==> src/rtl/dmem_arbiter.sv <==
// dmem_arbiter
// Shares one single-port data memory between port 0 (core load/store) and
// port 1 (external loader/debug). Ties are broken round-robin. Port 1 may lock
// the bus across consecutive grants, but only for MAX_BURST grants while
// port 0 is waiting. Read data comes back registered, one cycle after the grant.
//
// state | meaning
// ------+---------------------------------------------------------------
// IDLE  | no ownership held; ties are decided by the last-granted port
// OWN1  | port 1 holds a lock; it keeps winning ties until cnt hits MAX_BURST
module dmem_arbiter #(
    parameter int AW        = 32,
    parameter int DW        = 32,
    parameter int MAX_BURST = 4
) (
    input  logic          clk,
    input  logic          areset,
    input  logic          req0,
    input  logic          we0,
    input  logic [AW-1:0] addr0,
    input  logic [DW-1:0] wdata0,
    output logic          gnt0,
    output logic          rvalid0,
    output logic [DW-1:0] rdata0,
    input  logic          req1,
    input  logic          we1,
    input  logic [AW-1:0] addr1,
    input  logic [DW-1:0] wdata1,
    output logic          gnt1,
    output logic          rvalid1,
    output logic [DW-1:0] rdata1,
    input  logic          lock1,
    output logic          mem_we,
    output logic [AW-1:0] mem_addr,
    output logic [DW-1:0] mem_wd,
    input  logic [DW-1:0] mem_rd
);

    localparam int            CW      = $clog2(MAX_BURST + 1);
    localparam logic [CW-1:0] CNT_MAX = CW'(MAX_BURST);

    typedef enum logic {
        IDLE = 1'b0,
        OWN1 = 1'b1
    } state_t;

    state_t        state_q, state_d;
    logic          last_q, last_d;
    logic [CW-1:0] cnt_q, cnt_d;
    logic          rvalid0_q, rvalid1_q;
    logic [DW-1:0] rdata0_q, rdata1_q;
    logic          gnt0_c, gnt1_c;

    // Grant decision: a lone requester wins outright; ties go to the locked
    // owner until the burst limit forces a release, otherwise round-robin.
    always_comb begin
        gnt0_c = 1'b0;
        gnt1_c = 1'b0;
        if (req0 && req1) begin
            if (state_q == OWN1 && lock1) begin
                if (cnt_q < CNT_MAX) gnt1_c = 1'b1;
                else                 gnt0_c = 1'b1;
            end else if (last_q) begin
                gnt0_c = 1'b1;
            end else begin
                gnt1_c = 1'b1;
            end
        end else begin
            gnt0_c = req0;
            gnt1_c = req1;
        end
    end

    // Memory bus follows the granted port; idle bus is driven to zero.
    always_comb begin
        mem_we   = 1'b0;
        mem_addr = '0;
        mem_wd   = '0;
        if (gnt0_c) begin
            mem_we   = we0;
            mem_addr = addr0;
            mem_wd   = wdata0;
        end else if (gnt1_c) begin
            mem_we   = we1;
            mem_addr = addr1;
            mem_wd   = wdata1;
        end
    end

    // Next ownership, last-granted port and starvation counter. The counter
    // only advances while port 1 keeps a locked grant with port 0 waiting;
    // any other cycle (gnt0, release to IDLE, req0 low) clears it.
    always_comb begin
        state_d = (gnt1_c && lock1) ? OWN1 : IDLE;
        last_d  = last_q;
        if (gnt0_c)      last_d = 1'b0;
        else if (gnt1_c) last_d = 1'b1;
        cnt_d = '0;
        if (gnt1_c && lock1 && req0)
            cnt_d = (cnt_q == CNT_MAX) ? cnt_q : cnt_q + CW'(1);
    end

    // All arbiter state and the registered read response.
    always_ff @(posedge clk or negedge areset) begin
        if (!areset) begin
            state_q   <= IDLE;
            last_q    <= 1'b1;
            cnt_q     <= '0;
            rvalid0_q <= 1'b0;
            rvalid1_q <= 1'b0;
            rdata0_q  <= '0;
            rdata1_q  <= '0;
        end else begin
            state_q   <= state_d;
            last_q    <= last_d;
            cnt_q     <= cnt_d;
            rvalid0_q <= gnt0_c && !we0;
            rvalid1_q <= gnt1_c && !we1;
            if (gnt0_c && !we0) rdata0_q <= mem_rd;
            if (gnt1_c && !we1) rdata1_q <= mem_rd;
        end
    end

    assign gnt0    = gnt0_c;
    assign gnt1    = gnt1_c;
    assign rvalid0 = rvalid0_q;
    assign rvalid1 = rvalid1_q;
    assign rdata0  = rdata0_q;
    assign rdata1  = rdata1_q;

endmodule

==> config.mk <==
export PLATFORM = sky130hd
export DESIGN_NAME = dmem_arbiter
export DESIGN_NICKNAME = d
export VERILOG_FILES = /design/src/rtl/dmem_arbiter.sv
export SDC_FILE = /design/constraint.sdc
export NUM_CORES = 1
export LEC_CHECK = 0
export ABC_AREA = 1
export BUFFER_PORTS_ARGS = -buffer_cell sky130_fd_sc_hd__buf_2
export CORE_AREA = 2 2 115 117
export DETAILED_ROUTE_END_ITERATION = 10
export DIE_AREA = 0 0 117 119
export PLACE_DENSITY = 0.71
export SKIP_LAST_GASP = 1
export SLEW_MARGIN = 20
export SYNTH_ARGS = -nofsm -noshare
export SYNTH_HDL_FRONTEND = slang
export SYNTH_SLANG_ARGS = --single-unit
==> constraint.sdc <==
create_clock -name clk -period 1.6 [get_ports clk]
set_input_delay 0.32 -clock clk [delete_from_list [all_inputs] [get_ports clk]]
set_output_delay 0.32 -clock clk [all_outputs]
set_load 0.005 [all_outputs]
# After elaboration in Yosys (flattened, before gate mapping)
# Cells that the tools add are included.
# word_totals
ff_bits	71
input_bits	167
output_inout_bits	133
wordCells	39
# classes
order_cmp	1
n_mux	19
addsub	1
reduce_logical	9
eq_ne	2
# ops
op	count
$mux W32	4
$mux W1	13
$logic_and A1 B1 Y1	6
$mux W3	2
$add A3 B1 Y3 const B	1
$eq A3 B3 Y1 const B	1
$lt A3 B3 Y1 const B	1
$logic_not A1 Y1	2
$ne A2 B2 Y1 const B	1
$reduce_bool A2 Y1	1

# Depth between registers and ports, before layout
# Gate-level depths: netlist of the first run.
# depth
ltp_word	7
mapped_depth	9
depth_no_buf	7

# Least setup slack after synthesis of the first run
# No wires, ideal clock.
# synth_path
path_kind	register to output
from	register last_q
to	output port mem_addr[0]
required_ps	1280
stages_incl_launch_ff	8
arrival_time_ps	1255
slack_ps	25
path_cell_list	dfstp_2 -> inv_1 -> nand2_1 -> nand3_2 -> buf_4 -> buf_2 -> nand3_1 -> nand2_1
# synth_via
elab_chain_cells	5
elab_cells_between_ends	8
classes_between	mux (8)
# synth_rtl
item	line	source
from (decl)	48	logic last_q, last_d;
from (signal assigned)	115	last_q <= last_d;
$mux W1	63	end else if (last_q) begin
$mux W1	60	if (state_q == OWN1 && lock1) begin
$mux W1	59	if (req0 && req1) begin
$mux W32	83	end else if (gnt1_c) begin
$mux W32 (*)	79	if (gnt0_c) begin
to (decl)	34	output logic [AW-1:0] mem_addr,
# Mark *: on every way between the ends. The rest lies on a longest branch, timed or not.

# Worst setup path in the final report of the first run
# layout_path
from	register last_q
to	output port mem_wd[11]
# layout_via
elab_chain_cells	5
elab_cells_between_ends	8
classes_between	mux (8)
# layout_rtl
item	line	source
$mux W1	63	
$mux W1	60	
$mux W1	59	
$mux W32	83	
$mux W32 (*)	79	
to (decl)	35	output logic [DW-1:0] mem_wd,
# Marks and branches as above.

==> out/metrics.cfg, run 1 <==
[logic_synthesis]
synth_top_area_share = 0.4493
synth.most_common_cell = nand2_1
synthArstFlopShare = 1.000
ys_ff_latch = 71
syn-instance-count = 543
synth.area.top_cells = dfrtp_1 (45%), nand2_1 (25%), nand4_1 (10%), nand3_1 (8.7%), clkbuf_1 (2.0%)
netlist_area_mm2 = 0.003899
synth_cell_types = 19
yosysWarnings = 0
yosysSeqAreaShare = 0.4560
synth_top_area_cell = dfrtp_1
synth-edff-count = 0
synthTopCellsByCount = nand2_1 (264), dfrtp_1 (70), nand3_1 (68)
ys_dominant_reg_cell = dfrtp_1
synth_fp_nets = 712
synth.avg_cell_area_um2 = 7.180

[critical_path]
critPathLaunchType = flop
cp-startpoint = last_q
endpoint_kind = output port
path_class = flop to output port
rrSetupSlack_ns = -0.19
r2r-start = last_q
regToRegEndpoint = rdata0[29]
arrival_ns = 1.70
cpMaxStageDelayCell = dfstp_2
crit_required_ns = 1.28
crit_fanout = 10
crit_end = mem_wd[11]
critPathTopFamily = flip-flops
path_cells = inv_1 > nand2_2 > nand3_4 > buf_12 > buf_12 > nand3_2 > nand2_2 > buf_2
r2r_cells = 8
max_stage_delay_ns = 0.55
cp.depth = 8
path_buf_inv = 4

[timing]
hold_viol_final = 0
fin_crit_ns = 2.016
fin_skew_ns = 0.005782
rsz0062_at_grt = true
holdWs_ns = 0.009160
slew_violations = 0
max_clock_freq_mhz = 495.9
setup_violations = 133
finalCritPeriodShare = 1.260
worstMarginPinSlew_ns = 0.3870
setup_slack_ns = -0.4164
slew_headroom = 0.7420

[floorplan]
std_cell_rows = 42
start_util = 0.3028
core_area_mm2 = 0.01287
fp.dieW_um = 117
io_pins = 300
die_area_mm2 = 0.01392
die_y_um = 119

[global_routing]
grt-ovfl-total = 0
grt_pass1_wl_um = 23070
grt_pass1_vias = 4535
grt_max_degree = 72
antenna_found_initial = 0
grt_use_total = 0.2150

[layout]
drive_gt1_frac = 0.4523
layoutNonFillerInstCount = 1025
fillers = 1258
antenna_cells = 0
nets = 1013
postLayoutCellArea_mm2 = 0.006421
syn_to_final_growth_pct = 64.70

[pwr]
ir_worst_vdd_v = 0.0004349
leakage_uw = 0.003832
power_density_mw_per_mm2 = 946.9

[job]
max-cap-violations = 0

[clocking]
tritoncts = yes
cts_root_buffer = clkbuf_16
htreeDepth = 3
clock_path_buffers = 2
clk_pin_slew_ns = 0.06
clock_sink_count = 71
postCtsHoldBufs = 0
worstSkewPairLatency_ns = 0.33
cts_buffers = 9

[min_path]
holdCritPathClass = input pin to async pin

[drt]
vias_per_cell = 4.883
wl_um = 16470
drcViolationCount = 0
via_count = 5005
dr.pass1.iters = 5
drtIter0Drc = 449
drt-wirelength-per-cell_um = 16.06
final_antenna_net_count = 0

[placement]
portBuffers = 299
dpl_cell_area_mm2 = 0.005667
place_inst = 994
dpl.hpwl_um = 10860
gp_congestion = 0.8567

[run_status]
status = finished, violations left
violations = negative setup slack

-- power by group --
part | switching (µW) | leakage [µW] | internal [µW]
combinational | 964 | 0.00280 | 871
clock | 754 | 0.000146 | 1250
sequential | 153 | 0.000886 | 2090
-- how the worst min path moves through the flow --
stage	startpoint	to	slack [ns]
after floorplan	areset	cnt_q[0]	0.02
after global placement	areset	rdata1[9]	0.38
after detailed placement	areset	rdata1[9]	0.38
after CTS	areset	rdata1[10]	0.02
after global routing	areset	rdata0[10]	0.04
final	areset	rdata1[13]	0.009
-- layer usage --
| layer | track usage | wire length (µm) | up-vias |
|---|---|---|---|
| li1 | - | - | 2403 |
| met1 | 0.2801 | 6722 | 2307 |
| met2 | 0.3577 | 8052 | 270 |
| met3 | 0.03817 | 1385 | 25 |
| met4 | 0.07132 | 304 | 0 |
| met5 | 0 | 0 | - |
-- cell type report --
class,count,area [µm²],share of cell area
clock inverter,5,56.30,0.008769
timing repair buffer,337,2087,0.3250
multi-input combinational,413,1979,0.3083
tap,176,220.2,0.03429
sequential,71,1778,0.2769
inverter,12,57.56,0.008963
clock buffer,11,242.7,0.03780
-- through the flow --
stage | total power, µW | setup slack (ns) | util | TNS [ns]
finish | 6080 | -0.4164 | 0.4987 | -35.46
CTS | 6015 | -0.4124 | 0.4806 | -26.47
detailed placement | 3871 | -0.1142 | 0.4401 | -2.258
global placement | 3850 | -0.1105 | 0.4401 | -1.340
global route | 6433 | -0.4845 | 0.4987 | -46.43
floorplan | 2951 | 0.02537 | - | 0
-- layout by cell type (no fill, tap or decap), types with 2 or more instances in the layout --
cell type  netlist  routed
buf_12           0      13
buf_2           14     297
buf_4            2      14
buf_6            4       6
clkbuf_16        0      14
clkinv_2         0       2
dfrtp_1         70      70
ha_1             2       2
inv_1           10      10
nand2_1        264     242
nand2_2          0      14
nand2_4          0       8
nand3_1         68      63
nand3_2          3       6
nand3_4          0       2
nand4_1         65      65
nor2_1           6       6
o21ai_0          3       3
-- timing repair --
| action | CTS | global route |
|---|---|---|
| buffers inserted | 3 | 5 |
| endpoints found under the setup margin | 93 | 126 |
| resized for setup | 19 | 38 |
| cloned | 5 | 7 |
| pin swaps | 1 | 8 |
-- worst reg2reg max path: stages (launching register included) --
cell and delay [ns]:
dfstp_2 0.55, buf_6 0.10, nand2_4 0.04, nand3_4 0.08, buf_4 0.33, nand3_1 0.20, buf_4 0.25, nand2_1 0.09
nand2_1 0.05
-- logic make-up (layout without fill, tap and decap cells) --
| group | after synthesis | count (layout) | synth area share |
|---|---|---|---|
| simple gates | 406 | 406 | 0.4592 |
| fa+ha+maj | 2 | 2 | 0.006417 |
| xor+xnor | 1 | 1 | 0.002247 |
| buf+inv | 59 | 365 | 0.07092 |
| flops | 71 | 71 | 0.4560 |
| compound gates | 4 | 4 | 0.005132 |
-- registers in the layout, indices dropped and copies added, names as in the netlist --
register  count
rvalid0       1
rdata0       32
last_q        1
rdata1       32
state_q       1
cnt_q         3
rvalid1       1
No activity file was read; power rests on OpenSTA's default activity.
==> run 2: changes to the inputs <==
--- a/config.mk
+++ b/config.mk
@@ -11,6 +11,7 @@
 export DETAILED_ROUTE_END_ITERATION = 10
 export DIE_AREA = 0 0 117 119
 export PLACE_DENSITY = 0.71
+export SKIP_CTS_REPAIR_TIMING = 1
 export SKIP_LAST_GASP = 1
 export SLEW_MARGIN = 20
 export SYNTH_ARGS = -nofsm -noshare
==> out/metrics.cfg, run 2 (synthesized netlist as in run 1, its figures left out) <==
[pwr]
internal_power_uw = 4178  ; was 4210 µW
power_switching_share = 0.3068  ; was 0.3076
power_switching_uw = 1849  ; was 1870 µW
pwr-share-comb = 0.294  ; was 0.302
p_clk_frac = 0.334  ; was 0.329
leakage_uw = 0.003773  ; was 0.003832 µW
ir_worst_vdd_v = 0.0004418  ; was 0.0004349 V
power_density_mw_per_mm2 = 955.3  ; was 946.9 mW/mm²
seqPwrFrac = 0.372  ; was 0.369

[run_status]
violations = negative setup slack  ; unchanged
status = finished, violations left  ; unchanged

[timing]
setup_violations = 100  ; was 133
slew_violations = 0  ; unchanged
max_clock_freq_mhz = 502.1  ; was 495.9 MHz
rsz0062_at_grt = true  ; unchanged
finalSetupTns_ns = -24.68  ; was -35.46 ns
fin_skew_ns = 0.003768  ; was 0.005782 ns
slew_headroom = 0.7419  ; was 0.7420
fin_crit_ns = 1.992  ; was 2.016 ns
setup_slack_ns = -0.3915  ; was -0.4164 ns
worstMarginPinSlew_ns = 0.3872  ; was 0.3870 ns
hold_viol_final = 0  ; unchanged
finalCritPeriodShare = 1.245  ; was 1.260

[layout]
nets = 1011  ; was 1013
syn_to_final_growth_pct = 61.81  ; was 64.70%
final_cell_mix = buf_2 (297), nand2_1 (261), dfrtp_1 (70)  ; was buf_2 (297), nand2_1 (242), dfrtp_1 (70)
multi_input_area_mm2 = 0.001914  ; was 0.001979 mm²
antenna_cells = 0  ; unchanged
mostFrequentLayoutCell = buf_2  ; unchanged
drive_gt1_frac = 0.4357  ; was 0.4523
final_util = 0.4900  ; was 0.4987
seq_area_mm2 = 0.001778  ; unchanged
fillers = 1264  ; was 1258
layoutNonFillerInstCount = 1023  ; was 1025
postLayoutCellArea_mm2 = 0.006309  ; was 0.006421 mm²

[clocking]
clock_sink_count = 71  ; unchanged
cts_root_buffer = clkbuf_16  ; unchanged
worstSkewPairLatency_ns = 0.33  ; about the same
clk_pin_slew_ns = 0.06  ; about the same
clock_path_buffers = 2  ; unchanged
tritoncts = yes  ; unchanged
cts_buffers = 9  ; unchanged
htreeDepth = 3  ; unchanged

[placement]
gp_congestion = 0.8567  ; unchanged
dpl_cell_area_mm2 = 0.005667  ; unchanged
dpl.hpwl_um = 10860  ; unchanged
portBuffers = 299  ; unchanged
pre_cts_slack_ns = -0.1142  ; unchanged
place_inst = 994  ; unchanged

[floorplan]
start_util = 0.3028  ; unchanged
die_area_mm2 = 0.01392  ; unchanged
io_pins = 300  ; unchanged
die_y_um = 119  ; unchanged
std_cell_rows = 42  ; unchanged
fp.dieW_um = 117  ; unchanged
core_area_mm2 = 0.01287  ; unchanged

[global_routing]
gr-usage-met1 = 0.2670  ; was 0.2801
grt_busiest_layer = met2  ; unchanged
met2_usage = 0.3237  ; was 0.3577
grt_max_degree = 72  ; unchanged
antenna_found_initial = 0  ; unchanged
grt_pass1_wl_um = 21790  ; was 23070 µm
grt_use_total = 0.2009  ; was 0.2150
grt-ovfl-total = 0  ; unchanged
grt_pass1_vias = 4324  ; was 4535
gr-usage-met3 = 0.04224  ; was 0.03817

[critical_path]
path_cells = nand2_1 > nand3_2 > nand2_4 > clkinv_8 > buf_12 > nand2_1 > nand2_1 > buf_2  ; was inv_1 > nand2_2 > nand3_4 > buf_12 > buf_12 > nand3_2 > nand2_2 > buf_2
max_stage_delay_ns = 0.54  ; was 0.55 ns
path_class = flop to output port  ; unchanged
critPathTopFamily = flip-flops  ; unchanged
crit_fanout = 9  ; was 10
cpMaxStageDelayCell = dfstp_2  ; unchanged
arrival_ns = 1.67  ; was 1.70 ns
path_buf_inv = 3  ; was 4
crit_required_ns = 1.28  ; about the same
endpoint_kind = output port  ; unchanged
cp_common_cell = nand2_1
critPathLaunchType = flop  ; unchanged

[drt]
vias_per_cell = 4.829  ; was 4.883
drtIter0Drc = 386  ; was 449
drcViolationCount = 0  ; unchanged
final_antenna_net_count = 0  ; unchanged
via_count = 4940  ; was 5005
drt-wirelength-per-cell_um = 15.63  ; was 16.06 µm
dr.pass1.iters = 5  ; unchanged
wl_um = 15990  ; was 16470 µm

[min_path]
holdCritPathClass = input pin to async pin  ; unchanged

[job]
max-cap-violations = 0  ; unchanged

==> run 2: cell types whose count changed in the layout (fill, tap and decap cells not counted), moves of 2 or more <==
cell     delta
nand2_2    -13
nand3_2     +5
nand3_1     -4
inv_2       +2
nand2_4     -6
inv_1       -2
buf_12      -3
nand2_1    +19
==> run 2: power groups by stage <==
stage | Combinational (µW) | Sequential (µW) | Clock (µW)
2_1_floorplan | 657 | 2290 | 0
3_3_place_gp | 1590 | 2270 | 0
3_5_place_dp | 1600 | 2270 | 0
4_1_cts | 1610 | 2240 | 2050
5_1_grt | 1970 | 2280 | 2130
6_report | 1770 | 2240 | 2010
==> run 2: worst paths after layout <==
path                         endpoint  cells past startpoint  startpoint  slack (ns)
max                        mem_wd[16]                      8      last_q       -0.39
min                         rdata1[9]                      2      areset       0.007
max reg2reg                rdata0[29]                      7      last_q       -0.12
min reg2reg                 rdata0[9]                      2   rdata0[9]        0.46
max in group asynchronous      last_q                      2      areset        1.24
min in group clk              state_q                      3       lock1        0.23
==> run 2: stage by stage <==
step,hold slack (ns),total power (µW)
after CTS,0.02273,5894
after detailed placement,0.3786,3871
after global placement,0.3785,3850
after global routing,0.03860,6376
after floorplan,0.02441,2951
final,0.006622,6027
==> run 2: area by class of cell <==
class	count	area share
clock buffers	11	0.03848
flip-flops and latches	71	0.2818
repair buffers	335	0.3233
well taps	176	0.03491
multi-input cells	413	0.3035
clock inverters	5	0.008925
inverters	12	0.009123
==> run 2: routing by layer <==
metal,up-vias,part of all wire
li1,2398,-
met1,2239,0.41
met2,277,0.48
met3,26,0.094
met4,0,0.018
met5,-,0
==> run 2: worst register-to-register path: stages (launching register included) <==
cell     delay (ns)
dfstp_2        0.54
nand2_1        0.07
nand3_2        0.09
buf_4          0.33
nand3_1        0.19
buf_4          0.24
nand2_1        0.09
nand2_1        0.05
